## src/rtl/dmem_arbiter_pkg.sv

```systemverilog
// Shared encodings and default widths for the data-memory arbiter.
// The FSM encodings and stats width are fixed; the widths are defaults that the top can override.
package dmem_arbiter_pkg;

  localparam int DEF_DATA_W   = 32;
  localparam int DEF_ADDR_W   = 7;
  localparam int DEF_MAX_WAIT = 4;
  localparam int DEF_WAIT_W   = 8;
  localparam int STAT_W       = 16;

  typedef enum logic [1:0] {
    ST_IDLE = 2'd0,
    ST_PEND = 2'd1,
    ST_RESP = 2'd2
  } arb_state_t;

endpackage

```

## src/rtl/dmem_arb_sat_cnt.sv

```systemverilog
// Saturating up-counter; q increments by one on each cycle inc=1 and holds at all-ones.
// Latency: q reflects an increment one cycle after inc. No backpressure.
module dmem_arb_sat_cnt
  import dmem_arbiter_pkg::*;
#(
  parameter int WIDTH = STAT_W
) (
  input  logic             clk,
  input  logic             arst_n,
  input  logic             inc,
  output logic [WIDTH-1:0] q
);

  always_ff @(posedge clk or negedge arst_n) begin
    if (!arst_n) begin
      q <= '0;
    end else if (inc && (q != {WIDTH{1'b1}})) begin
      q <= q + WIDTH'(1);
    end
  end

endmodule

```

## src/rtl/dmem_arbiter.sv

```systemverilog
// Shares dmem between the core MEM stage (priority) and a one-entry buffered debug port; debug rvalid 2..MAX_WAIT+2 cycles after ack.
// Backpressure: dbg_req is held until dbg_ack; a debug request deferred MAX_WAIT cycles stalls the core for one cycle. Stats need DMEM_ARB_STATS_EN.
module dmem_arbiter
  import dmem_arbiter_pkg::*;
#(
  parameter int DATA_W   = DEF_DATA_W,
  parameter int ADDR_W   = DEF_ADDR_W,
  parameter int MAX_WAIT = DEF_MAX_WAIT,
  parameter int WAIT_W   = DEF_WAIT_W
) (
  input  logic              clk,
  input  logic              arst_n,
  input  logic              core_req,
  input  logic              core_we,
  input  logic [ADDR_W-1:0] core_addr,
  input  logic [DATA_W-1:0] core_wdata,
  output logic [DATA_W-1:0] core_rdata,
  output logic              core_stall,
  input  logic              dbg_req,
  input  logic              dbg_we,
  input  logic [ADDR_W-1:0] dbg_addr,
  input  logic [DATA_W-1:0] dbg_wdata,
  output logic              dbg_ack,
  output logic              dbg_rvalid,
  output logic [DATA_W-1:0] dbg_rdata,
  output logic              mem_we,
  output logic [ADDR_W-1:0] mem_addr,
  output logic [DATA_W-1:0] mem_wdata,
  input  logic [DATA_W-1:0] mem_rdata,
  output logic [15:0]       stat_stalls,
  output logic [15:0]       stat_dbg
);

  localparam logic [WAIT_W-1:0] WAIT_MAX = WAIT_W'(MAX_WAIT);
  localparam logic [WAIT_W-1:0] WAIT_ONE = WAIT_W'(1);

  arb_state_t        r_state;
  arb_state_t        w_state_nxt;
  logic [WAIT_W-1:0] r_wait_cnt;
  logic [WAIT_W-1:0] w_wait_cnt_nxt;
  logic              r_buf_we;
  logic [ADDR_W-1:0] r_buf_addr;
  logic [DATA_W-1:0] r_buf_wdata;
  logic [DATA_W-1:0] r_dbg_rdata;
  logic              w_capture;
  logic              w_forced;
  logic              w_issue;

  always_ff @(posedge clk or negedge arst_n) begin
    if (!arst_n) begin
      r_state    <= ST_IDLE;
      r_wait_cnt <= '0;
    end else begin
      r_state    <= w_state_nxt;
      r_wait_cnt <= w_wait_cnt_nxt;
    end
  end

  always_comb begin
    w_state_nxt    = r_state;
    w_wait_cnt_nxt = r_wait_cnt;
    w_capture      = 1'b0;
    w_forced       = 1'b0;
    w_issue        = 1'b0;
    dbg_ack        = 1'b0;
    dbg_rvalid     = 1'b0;
    core_stall     = 1'b0;
    unique case (r_state)
      ST_IDLE: begin
        dbg_ack   = dbg_req;
        w_capture = dbg_req;
        if (dbg_req) begin
          w_state_nxt = ST_PEND;
        end
      end
      ST_PEND: begin
        // A forced issue takes the slot even from a busy core, which then replays next cycle.
        w_forced   = (r_wait_cnt == WAIT_MAX);
        core_stall = core_req & w_forced;
        w_issue    = !core_req || w_forced;
        if (w_issue) begin
          w_wait_cnt_nxt = '0;
          w_state_nxt    = ST_RESP;
        end else begin
          w_wait_cnt_nxt = r_wait_cnt + WAIT_ONE;
        end
      end
      ST_RESP: begin
        dbg_rvalid  = 1'b1;
        w_state_nxt = ST_IDLE;
      end
      default: begin
        w_state_nxt = ST_IDLE;
      end
    endcase
  end

  always_ff @(posedge clk or negedge arst_n) begin
    if (!arst_n) begin
      r_buf_we    <= 1'b0;
      r_buf_addr  <= '0;
      r_buf_wdata <= '0;
    end else if (w_capture) begin
      r_buf_we    <= dbg_we;
      r_buf_addr  <= dbg_addr;
      r_buf_wdata <= dbg_wdata;
    end
  end

  always_ff @(posedge clk or negedge arst_n) begin
    if (!arst_n) begin
      r_dbg_rdata <= '0;
    end else if (w_issue) begin
      r_dbg_rdata <= mem_rdata;
    end
  end

  assign mem_we     = w_issue ? r_buf_we    : (core_req & core_we);
  assign mem_addr   = w_issue ? r_buf_addr  : core_addr;
  assign mem_wdata  = w_issue ? r_buf_wdata : core_wdata;
  assign core_rdata = mem_rdata;
  assign dbg_rdata  = r_dbg_rdata;

`ifdef DMEM_ARB_STATS_EN
  dmem_arb_sat_cnt #(.WIDTH(16)) u_stat_stalls (
    .clk    (clk),
    .arst_n (arst_n),
    .inc    (core_stall),
    .q      (stat_stalls)
  );

  dmem_arb_sat_cnt #(.WIDTH(16)) u_stat_dbg (
    .clk    (clk),
    .arst_n (arst_n),
    .inc    (w_issue),
    .q      (stat_dbg)
  );
`else
  assign stat_stalls = '0;
  assign stat_dbg    = '0;
`endif

endmodule
```

## config.mk

```make
export PLATFORM = sky130hd
export DESIGN_NAME = dmem_arbiter
export DESIGN_NICKNAME = d
export VERILOG_FILES = /design/src/rtl/dmem_arbiter_pkg.sv /design/src/rtl/dmem_arb_sat_cnt.sv /design/src/rtl/dmem_arbiter.sv
export SDC_FILE = /design/constraint.sdc
export NUM_CORES = 1
export LEC_CHECK = 0
export CAP_MARGIN = 20
export CORE_MARGIN = 2
export CORE_UTILIZATION = 29
export DETAILED_ROUTE_END_ITERATION = 10
export MAX_ROUTING_LAYER = met4
export SETUP_SLACK_MARGIN = 0.5
export SLEW_MARGIN = 20
export SYNTH_ARGS = -nofsm -noshare
export SYNTH_HDL_FRONTEND = slang
export SYNTH_SLANG_ARGS = --single-unit
```

## constraint.sdc

```tcl
create_clock -name clk -period 4.5 [get_ports clk]
set_clock_uncertainty 0.2 [all_clocks]
set_input_delay 0.9 -clock clk [delete_from_list [all_inputs] [get_ports clk]]
set_output_delay 0.9 -clock clk [all_outputs]
set_load 0.05 [all_outputs]
```

==> run metrics <==
outcome=finished clean; Clock Root Buffer=clkbuf_16; minimum clock period=3.83 ns; max_cap viols=0; post-synth cell types=33; first-pass GRT wire length=17700 um; total number of vias=3006; die area=0.0160 mm^2; TritonCTS Sinks=82; final core occ=46.4%; Data arrival, critical path=2.73 ns; final setup fails=0; grt ovf=0; final wirelength=11300 um; Max Clk Rate=0.261 GHz; largest net degree at the start of global routing=83; port bufs=222; Setup WS pre-CTS=0.474 ns; Final nets=627; post-DR wirelength/cell=16.2 um; syn_area_per_cell=13.8 um^2; Slew HR=48.8%; CTS tree=built; Post-synth EDFFs=0; met3 Use GR=4.64%; design area=0.00678 mm^2; Num CTS Buffers=9; Placed Area=0.00640 mm^2; HP Class=reg -> reg; Final ANT Viol Nets=0; crit path capture type=output pin; vias in the first global route=3284; Layout area overhead=55.5%; Final Max Slew Viols=0; Worst-Skew Late Latency=0.33 ns; initial antenna violation count=0; DRC viols=0; storage element area=0.00205 mm^2; Cell Rows=44; Switching Share=42.4%; Psw=2.10 mW; GRT Resource Usage Total=14.7%; die width=127 um; met2 GRT Util=23.5%; Worst Hold Slack=0.297 ns; share of layout cells above drive strength 1=34.9%; WP data required=3.40 ns; Initial Util=29.9%; Bufs on Longest Clock Path=2; Floorplan Core Area=0.0146 mm^2; total iterations of the first detailed-routing run=4; # IOs=255; Die Y=127 um; antenna cells=0; clock share of power=17.1%; Tcrit/Tclk final=85.2%; Post-Syn Area=0.00436 mm^2; Final WS setup=0.666 ns; Peak VDD IR=0.498 mV; H-tree levels=3; area of the multi-input gates=0.00183 mm^2; Synth Register Bits=82; unrepaired setup endpoints after global routing=no; Comb pwr share=56.4%; leak pwr=2.95 nW; hold_buf cts=0; grt peak-use layer=met2; most frequent cells in the layout=clkdlybuf4s50_1 (180), dfrtp_1 (82), mux2_2 (75), mux2_4 (36), buf_4 (34); DRT iter0 DRCs=56; placed cells=680; GPL Wtd Cong=0.790; dpl hpwl=8520 um; kind of critical path=in -> out; Reg power frac=26.5%; Worst Tran Pin Value=0.768 ns; Power Total=4.95 mW; M1 GR Usage=17.3%; Synth Flop Type=dfrtp_1; FILL cells=1316; Synth Warn #=0; most common cell after layout, fill and taps aside=clkdlybuf4s50_1; fin cells=697; Startpoint Class=primary input; share of synthesized registers carrying an async set or reset=100%; clock-pin slew on the worst setup and hold paths=0.06 ns; endpoints failing hold=0; Pint=2.85 mW; Post-Syn Instances=316; Vias/cell=4.31; crit-path max FO=23; setup TNS=0 ns; pwr dens=730 mW/mm^2; Seq/Total Area, Yosys=47.1%
==> state kept, by name (all words and copies together) (netlist names) <==
name	count
dbg_rdata	32
r_buf_wdata	32
r_wait_cnt	8
r_buf_addr	7
r_state	2
r_buf_we	1
==> per-layer routing <==
layer  part of all wire, %  vias up
met5                     0        -
met1                    42     1395
li1                      -     1403
met2                    46      191
met3                   9.9       17
met4                   2.0        0
==> cell usage after synthesis, types with 2 or more instances <==
master    number  area, um^2
nor2_1         2        7.51
o21ai_0        4        20.0
nand4_1        2        12.5
buf_4         66         495
xor2_1         2        17.5
inv_1          2        7.51
nand2_1        4        15.0
buf_2          4        20.0
mux2_4        36         541
nand2b_1       4        25.0
dfrtp_1       82        2050
ha_1           2        25.0
and3_1         3        18.8
and4_1         2        17.5
mux2_2        75         845
buf_6          4        45.0
a31oi_1        6        37.5
==> cell families after synthesis <==
| group | Yosys count | synth area share (%) |
|---|---|---|
| buffers and inverters | 79 | 13.7 |
| adder cells (fa/ha/maj) | 2 | 0.574 |
| flip-flops | 82 | 47.1 |
| multiplexers | 111 | 31.8 |
| AND/OR/NAND/NOR | 26 | 4.16 |
| other | 1 | 0.0861 |
| XOR/XNOR | 2 | 0.402 |
| AO/OA/AOI/OAI | 13 | 2.15 |
==> final timing paths <==
kind                               start       endpoint  slack [ns]  depth (start not counted)
min reg2reg                r_wait_cnt[7]  r_wait_cnt[7]        0.30                          1
max                             core_req    mem_addr[5]        0.67                          6
max reg2reg                r_wait_cnt[0]   dbg_rdata[0]        1.83                          9
min                        r_wait_cnt[7]  r_wait_cnt[7]        0.30                          1
min in group asynchronous         arst_n  dbg_rdata[31]        0.40                          1
max in group asynchronous         arst_n  r_wait_cnt[3]        3.15                          1
==> worst max-delay path, stage by stage <==
cell and delay (ns):
clkdlybuf4s50_1 0.52, a21boi_4 0.32, nand2b_4 0.23, buf_12 0.20
mux2_2 0.35, buf_4 0.19
==> area by class of cell <==
class,instances,share of cell area (%)
clock buffers,10,3.53
clock inverters,5,1.51
inverters,3,0.203
multi-input cells,186,27.0
flip-flops and latches,82,30.3
well taps,184,3.40
repair buffers,227,34.1
==> power by group through the flow <==
stage	clock network (mW)	logic, mW	registers [mW]
2_1_floorplan	0	1.48	1.78
3_3_place_gp	0	2.77	1.32
3_5_place_dp	0	2.80	1.32
4_1_cts	0.874	2.82	1.32
5_1_grt	0.904	2.91	1.37
6_report	0.843	2.79	1.31
==> repair_timing <==
item	4_1_cts	5_1_grt
setup buffers	2	0
endpoints found under the hold margin	0	0
resized for setup	0	0
setup endpoints to repair	13	0
No activity file was read; power rests on OpenSTA's default activity.
